File: config.mk
export PLATFORM = sky130hd
export DESIGN_NAME = itype_ref_exec
export DESIGN_NICKNAME = d
export VERILOG_FILES = /design/src/rtl/sodor5_itype_pkg.sv /design/src/rtl/itype_alu.sv /design/src/rtl/itype_ref_exec.sv
export SDC_FILE = /design/constraint.sdc
export NUM_CORES = 2
export LEC_CHECK = 0
export BUFFER_PORTS_ARGS = -buffer_cell sky130_fd_sc_hd__buf_2
export CAP_MARGIN = 20
export CORE_AREA = 2 2 368 370
export CTS_CLUSTER_SIZE = 24
export DETAILED_ROUTE_END_ITERATION = 10
export DIE_AREA = 0 0 370 372
export PLACE_DENSITY = 0.52
export SYNTH_ARGS = -nofsm -noshare
export SYNTH_HDL_FRONTEND = slang
export SYNTH_SLANG_ARGS = --single-unit
File: constraint.sdc
create_clock -name clk -period 8.9 [get_ports clk]
set_clock_uncertainty 0.2 [all_clocks]
set_input_delay 2.225 -clock clk [delete_from_list [all_inputs] [get_ports clk]]
set_output_delay 2.225 -clock clk [all_outputs]
set_load 0.02 [all_outputs]
File: src/rtl/sodor5_itype_pkg.sv
// -----------------------------------------------------------------------------
// sodor5_itype_pkg
// Shared definitions for the Sodor 5-stage I-type trace checkers:
//   OPC_OP_IMM     - major opcode of the OP-IMM instruction group
//   funct3_e       - funct3 encodings of the OP-IMM group
//   alu_op_e       - decoded ALU operation (OP_ILLEGAL for any decode failure)
//   retire_rec_t   - one in-order retire record
//   decode_op()    - opcode/funct3/funct7 -> alu_op_e
// -----------------------------------------------------------------------------
package sodor5_itype_pkg;

    localparam int         XLEN       = 32;
    localparam logic [6:0] OPC_OP_IMM = 7'b0010011;

    typedef enum logic [2:0] {
        F3_ADDI  = 3'd0,
        F3_SLLI  = 3'd1,
        F3_SLTI  = 3'd2,
        F3_SLTIU = 3'd3,
        F3_XORI  = 3'd4,
        F3_SRXI  = 3'd5,   // SRLI / SRAI, selected by imm[11:5]
        F3_ORI   = 3'd6,
        F3_ANDI  = 3'd7
    } funct3_e;

    typedef enum logic [3:0] {
        OP_ADD,
        OP_SLT,
        OP_SLTU,
        OP_XOR,
        OP_OR,
        OP_AND,
        OP_SLL,
        OP_SRL,
        OP_SRA,
        OP_ILLEGAL
    } alu_op_e;

    typedef struct packed {
        logic [31:0]     instr;
        logic [4:0]      rd;
        logic [XLEN-1:0] wdata;
        logic            we;
        logic            illegal;
    } retire_rec_t;

    // funct7 is imm[11:5]; it only qualifies the shift encodings.
    function automatic alu_op_e decode_op(input logic [6:0] opcode,
                                          input logic [2:0] funct3,
                                          input logic [6:0] funct7);
        alu_op_e op;
        op = OP_ILLEGAL;
        if (opcode == OPC_OP_IMM) begin
            case (funct3_e'(funct3))
                F3_ADDI:  op = OP_ADD;
                F3_SLTI:  op = OP_SLT;
                F3_SLTIU: op = OP_SLTU;
                F3_XORI:  op = OP_XOR;
                F3_ORI:   op = OP_OR;
                F3_ANDI:  op = OP_AND;
                F3_SLLI:  if (funct7 == 7'h00) op = OP_SLL;
                F3_SRXI: begin
                    if (funct7 == 7'h00)      op = OP_SRL;
                    else if (funct7 == 7'h20) op = OP_SRA;
                end
                default:  op = OP_ILLEGAL;
            endcase
        end
        return op;
    endfunction

endpackage

File: src/rtl/itype_alu.sv
// -----------------------------------------------------------------------------
// itype_alu
// Combinational OP-IMM execute unit shared by the I-type trace checkers.
//   op       in  alu_op_e  decoded operation
//   operand  in  W         rs1 value
//   imm      in  12        raw immediate (sign-extended here; shamt = imm[4:0])
//   result   out W         computed value, 0 for an illegal op
//   illegal  out 1         decode failure
// -----------------------------------------------------------------------------
module itype_alu
    import sodor5_itype_pkg::*;
#(
    parameter int W = 32
) (
    input  alu_op_e      op,
    input  logic [W-1:0] operand,
    input  logic [11:0]  imm,
    output logic [W-1:0] result,
    output logic         illegal
);

    logic [W-1:0] imm_sx;
    logic [4:0]   shamt;

    assign imm_sx = {{(W-12){imm[11]}}, imm};
    assign shamt  = imm[4:0];

    always_comb begin
        // NOTE: every output gets a default before the case so no path leaves it unassigned (no latch).
        result  = '0;
        illegal = 1'b0;
        case (op)
            OP_ADD:  result = operand + imm_sx;
            OP_SLT:  result = {{(W-1){1'b0}}, $signed(operand) < $signed(imm_sx)};
            OP_SLTU: result = {{(W-1){1'b0}}, operand < imm_sx};
            OP_XOR:  result = operand ^ imm_sx;
            OP_OR:   result = operand | imm_sx;
            OP_AND:  result = operand & imm_sx;
            OP_SLL:  result = operand << shamt;
            OP_SRL:  result = operand >> shamt;
            OP_SRA:  result = $unsigned($signed(operand) >>> shamt);
            default: illegal = 1'b1;
        endcase
    end

endmodule

File: src/rtl/itype_ref_exec.sv
// -----------------------------------------------------------------------------
// itype_ref_exec
// Reference executor for OP-IMM instruction traces. Two stages: S1 holds the
// decoded instruction and its rs1 operand, S2 holds the retire record. A
// private shadow register file is preloaded while idle and updated as
// instructions leave S1.
//   clk, reset (async, active-low)
//   in_valid/in_ready/in_instr          instruction input handshake
//   load_en/load_addr/load_data         shadow regfile preload (idle only)
//   busy                                any stage occupied
//   ret_valid/ret_ready                 retire handshake
//   ret_instr/rd/wdata/we/illegal/seq   retire record
// -----------------------------------------------------------------------------
module itype_ref_exec
    import sodor5_itype_pkg::*;
#(
    parameter int NUM_REGS  = 32,
    parameter int WORD_SIZE = 32,
    parameter int SEQ_W     = 16
) (
    input  logic                 clk,
    input  logic                 reset,
    input  logic                 in_valid,
    output logic                 in_ready,
    input  logic [31:0]          in_instr,
    input  logic                 load_en,
    input  logic [4:0]           load_addr,
    input  logic [WORD_SIZE-1:0] load_data,
    output logic                 busy,
    output logic                 ret_valid,
    input  logic                 ret_ready,
    output logic [31:0]          ret_instr,
    output logic [4:0]           ret_rd,
    output logic [WORD_SIZE-1:0] ret_wdata,
    output logic                 ret_we,
    output logic                 ret_illegal,
    output logic [SEQ_W-1:0]     ret_seq
);

    // S1: decoded instruction
    logic                 s1_valid;
    logic [31:0]          s1_instr;
    alu_op_e              s1_op;
    logic [WORD_SIZE-1:0] s1_opa;

    // S2: retire record
    logic                 s2_valid;
    retire_rec_t          s2_rec;
    logic [SEQ_W-1:0]     seq;

    logic [WORD_SIZE-1:0] regs [NUM_REGS];

    logic [WORD_SIZE-1:0] alu_result;
    logic                 alu_illegal;
    logic [4:0]           s1_rd;
    logic                 s1_we;
    logic                 s2_take;
    logic                 s1_adv;
    logic                 in_fire;
    logic                 wb_en;
    logic                 load_ok;
    logic [4:0]           rs1;
    logic [WORD_SIZE-1:0] rf_rs1;
    logic [WORD_SIZE-1:0] opa_in;

    itype_alu #(.W(WORD_SIZE)) u_alu (
        .op      (s1_op),
        .operand (s1_opa),
        .imm     (s1_instr[31:20]),
        .result  (alu_result),
        .illegal (alu_illegal)
    );

    assign s1_rd   = s1_instr[11:7];
    assign s1_we   = !alu_illegal && (s1_rd != 5'd0);
    assign s2_take = !s2_valid || ret_ready;
    assign s1_adv  = s1_valid && s2_take;
    assign wb_en   = s1_adv && s1_we;

    // Gated by reset so the input is refused while the pipeline is held clear.
    assign in_ready = reset && !load_en && (!s1_valid || s1_adv);
    assign in_fire  = in_valid && in_ready;

    assign busy    = s1_valid || s2_valid;
    assign load_ok = load_en && !busy && (load_addr != 5'd0);

    // The instruction leaving S1 this cycle writes the regfile at the same
    // edge the new one samples its operand, so forward its result directly.
    assign rs1    = in_instr[19:15];
    assign rf_rs1 = (rs1 == 5'd0) ? '0 : regs[rs1];
    assign opa_in = (wb_en && (s1_rd == rs1)) ? alu_result : rf_rs1;

    // NOTE: the shadow regfile has no reset branch; its contents survive reset and are set by preload.
    always_ff @(posedge clk) begin
        if (wb_en)
            regs[s1_rd] <= alu_result;
        else if (load_ok)
            regs[load_addr] <= load_data;
    end

    // NOTE: all sequential state is assigned with <= so every register samples pre-edge values.
    always_ff @(posedge clk or negedge reset) begin
        if (!reset) begin
            s1_valid <= 1'b0;
            s1_instr <= '0;
            s1_op    <= OP_ILLEGAL;
            s1_opa   <= '0;
        end else if (in_fire) begin
            s1_valid <= 1'b1;
            s1_instr <= in_instr;
            s1_op    <= decode_op(in_instr[6:0], in_instr[14:12], in_instr[31:25]);
            s1_opa   <= opa_in;
        end else if (s1_adv) begin
            s1_valid <= 1'b0;
        end
    end

    always_ff @(posedge clk or negedge reset) begin
        if (!reset) begin
            s2_valid <= 1'b0;
            s2_rec   <= '0;
        end else if (s2_take) begin
            s2_valid <= s1_valid;
            if (s1_valid) begin
                s2_rec.instr   <= s1_instr;
                s2_rec.rd      <= s1_rd;
                s2_rec.wdata   <= alu_result;
                s2_rec.we      <= s1_we;
                s2_rec.illegal <= alu_illegal;
            end
        end
    end

    always_ff @(posedge clk or negedge reset) begin
        if (!reset)
            seq <= '0;
        else if (s2_valid && ret_ready)
            seq <= seq + 1'b1;
    end

    assign ret_valid   = s2_valid;
    assign ret_instr   = s2_rec.instr;
    assign ret_rd      = s2_rec.rd;
    assign ret_wdata   = s2_rec.wdata;
    assign ret_we      = s2_rec.we;
    assign ret_illegal = s2_rec.illegal;
    assign ret_seq     = seq;

endmodule

==> results.sh <==
export IMPL_maxSlewHeadroom_pct=15.82
export IMPL_synth_xor_area_share_pct=0.5753
export IMPL_drive_gt1_share_pct=22.80
export IMPL_finalSetupViolCount=0
export IMPL_syn_inst=3383
export IMPL_clock_root_buffer="clkbuf_16"
export IMPL_cts_sinks=1176
export IMPL_r2r_end="regs[27][10]"
export IMPL_via_count=32620
export IMPL_r2r_setup_slack_ns=2.91
export IMPL_dp_hpwl_um=110000
export IMPL_yosys_warnings=0
export IMPL_status="finished clean"
export IMPL_syn_avg_cell_area_um2=15.75
export IMPL_num_io_pins=164
export IMPL_yosys_mux_area_fraction_pct=16.51
export IMPL_period_needed_ns=5.992
export IMPL_netlist_area_mm2=0.05328
export IMPL_initialDrtViolationCount=3513
export IMPL_ys_ff_latch=1176
export IMPL_viasPerCell=5.989
export IMPL_cts_made_buffers=130
export IMPL_r2r_cells=9
export IMPL_worstSetupStartpointType="flip-flop"
export IMPL_tns_ns=0
export IMPL_min_path_cells=1
export IMPL_drt_total_wl_um=168500
export IMPL_reg2reg_from="s1_instr[21]"
export IMPL_place_inst=5218
export IMPL_worstMarginPinSlew_ns=1.263
export IMPL_grt_pass1_wl_um=241400
export IMPL_antenna_found_initial=7
export IMPL_track_usage_pct=24.49
export IMPL_p_leak_nw=21.55
export IMPL_synth_simple_gate_area_share_pct=4.976
export IMPL_worstSkewPairLatency_ns=0.76
export IMPL_hold_class="flip-flop to flip-flop"
export IMPL_cap_violations=0
export IMPL_synthToLayoutAreaGrowth_pct=13.95
export IMPL_finalCritPeriodShare_pct=67.32
export IMPL_hold_buffers=0
export IMPL_criticalPathCategory="flip-flop to flip-flop"
export IMPL_place_congestion=0.9958
export IMPL_synth_edf_count=1024
export IMPL_pwr_density_cell_mw_per_mm2=236.3
export IMPL_synth_top_family_by_area="multiplexers"
export IMPL_ys_types=89
export IMPL_synth_compound_area_share_pct=8.224
export IMPL_post_cts_resized=0
export IMPL_grt_max_degree=104
export IMPL_globalRoute_totalOverflow=0
export IMPL_crit_path_max_fanout=45
export IMPL_clk_path_buf_depth=3
export IMPL_fin_nets=3744
export IMPL_hold_start="ret_we"
export IMPL_hold_violations=0
export IMPL_max_freq_ghz=0.1669
export IMPL_fin_ws_ns=2.908
export IMPL_stdcell_count=5447
export IMPL_cts_tree="done"
export IMPL_cp_end_kind="flip-flop"
export IMPL_detail_route_antenna_nets=0
export IMPL_drcViolationCount=0
export IMPL_grt_pass1_vias=32049
export IMPL_synthAdderAreaFrac_pct=2.339
export IMPL_post_place_ws_ns=2.738
export IMPL_synth_flop_cell="edfxtp_1"
export IMPL_post_cts_setup_buffer_count=0
export IMPL_io_buffers=163
export IMPL_required_ns=9.13
export IMPL_die_h_um=372
export IMPL_slew_viol_final=0
export IMPL_clkSlewWorstSetupHoldPaths_ns=0.07
export IMPL_synth_seq_area_share_pct=64.86
export IMPL_synthArstFlopShare_pct=12.93
export IMPL_rsz0062_at_grt="false"
export IMPL_rows=135
export IMPL_htreeDepth=4
export IMPL_die_area_mm2=0.1376
export IMPL_start_util_pct=39.68
export IMPL_ir_drop_uv=178.3
export IMPL_min_to="ret_we"
export IMPL_routedWlPerCell_um=30.94
export IMPL_dieWidth_um=370
export IMPL_cp_arrival_ns=6.22
export IMPL_core_area_mm2=0.1343
export IMPL_dr_pass1_iters=6
final cells by class:
| cell class | instances | area [um2] |
|---|---|---|
| antenna | 3 | 7.507 |
| clock buffer | 172 | 3483 |
| clock inverter | 52 | 506.7 |
| fill | 11824 | 73570 |
| inverter | 75 | 284.0 |
| multi-input combinational | 1925 | 17910 |
| sequential | 1176 | 34560 |
| tap | 1781 | 2228 |
| timing repair buffer | 263 | 1732 |
worst max-delay path, stage by stage (launching register included):
cell,delay (ns)
dfrtp_2,0.84
buf_4,0.63
fa_1,0.33
a21oi_1,0.13
o21ai_0,0.87
a21oi_1,0.27
o21ai_0,0.74
xnor2_1,0.17
o21ai_1,0.59
mux2_2,0.80
stage by stage:
stage	power (mW)	util [%]	instance area, um2	hold WS (ns)
2_1_floorplan	8.255	-	53400	0.2417
3_3_place_gp	9.318	42.16	56620	0.2551
3_5_place_dp	9.317	42.21	56680	0.2576
4_1_cts	14.42	45.18	60670	0.2724
5_1_grt	14.86	45.21	60710	0.2917
6_report	14.35	45.21	60710	0.2669
state kept, by name, summed over array words and instances (netlist names):
signal and cells:
s1_instr 32, s1_opa 32, ret_illegal 1, ret_wdata 32
ret_seq 16, s1_op 4, regs 1024, ret_instr 32
ret_valid 1, s1_valid 1, ret_we 1
how the worst max path moves through the flow:
stage	from	end	slack, ns	depth (start not counted)
3_5_place_dp	load_addr[4]	regs[6][17]	2.74	7
5_1_grt	s1_instr[21]	regs[5][16]	2.77	11
6_report	s1_instr[21]	regs[27][10]	2.91	9
4_1_cts	reset	in_ready	3.21	3
2_1_floorplan	load_addr[4]	regs[24][0]	3.12	7
3_3_place_gp	load_addr[4]	regs[7][10]	2.83	7
power breakdown:
group,internal (mW),switching [mW],total (mW),leakage (nW)
Clock,2.94,2.18,5.12,1.94
Combinational,0.893,1.73,2.62,8.30
Sequential,6.37,0.236,6.61,11.3
Total,10.2,4.14,14.3,21.5
routing by layer:
| metal | up-vias | GRT usage, % | wire length [um] |
|---|---|---|---|
| met5 | - | 0 | 7 |
| met4 | 2 | 9.709 | 6682 |
| met3 | 285 | 3.592 | 10430 |
| met2 | 1288 | 38.78 | 79350 |
| met1 | 17154 | 34.13 | 72050 |
| li1 | 13891 | - | - |
Yosys cell counts (42+ instances only):
cell         n  area [um2]
edfxtp_1  1024       30750
mux2_2      77       867.1
a21oi_1    105       525.5
ha_1        98        1226
clkbuf_1   144       540.5
inv_1       71       266.5
mux4_2     254        5720
nand3_1     50       250.2
dfrtp_1    150        3754
nor2_1     198       743.2
a221oi_1    98       858.3
o21ai_0    154       770.7
nand2_1    209       784.5
buf_2       42       210.2
mux2i_1    204        2042
placed cells by master, fill, tap and decap left out, drive strengths merged, types with 19 or more instances in the layout:
master	count
nor3	26
a221o	35
a21oi	105
a22oi	35
buf	262
and3	22
xnor2	21
o221ai	23
inv	79
dfrtp	150
o211ai	19
nand3	50
a221oi	99
nor2	199
a211oi	19
mux2	78
clkbuf	173
mux2i	204
edfxtp	1024
clkinv	41
o21ai	167
ha	98
mux4	260
conb	32
nand2	209
cell families after synthesis:
family,count (synthesis)
compound gates,627
xor+xnor,35
fa+ha+maj,99
buf+inv,313
flops,1176
mux,542
other cells,1
simple gates,590
Note: power is estimated with default switching activity, not from simulation.
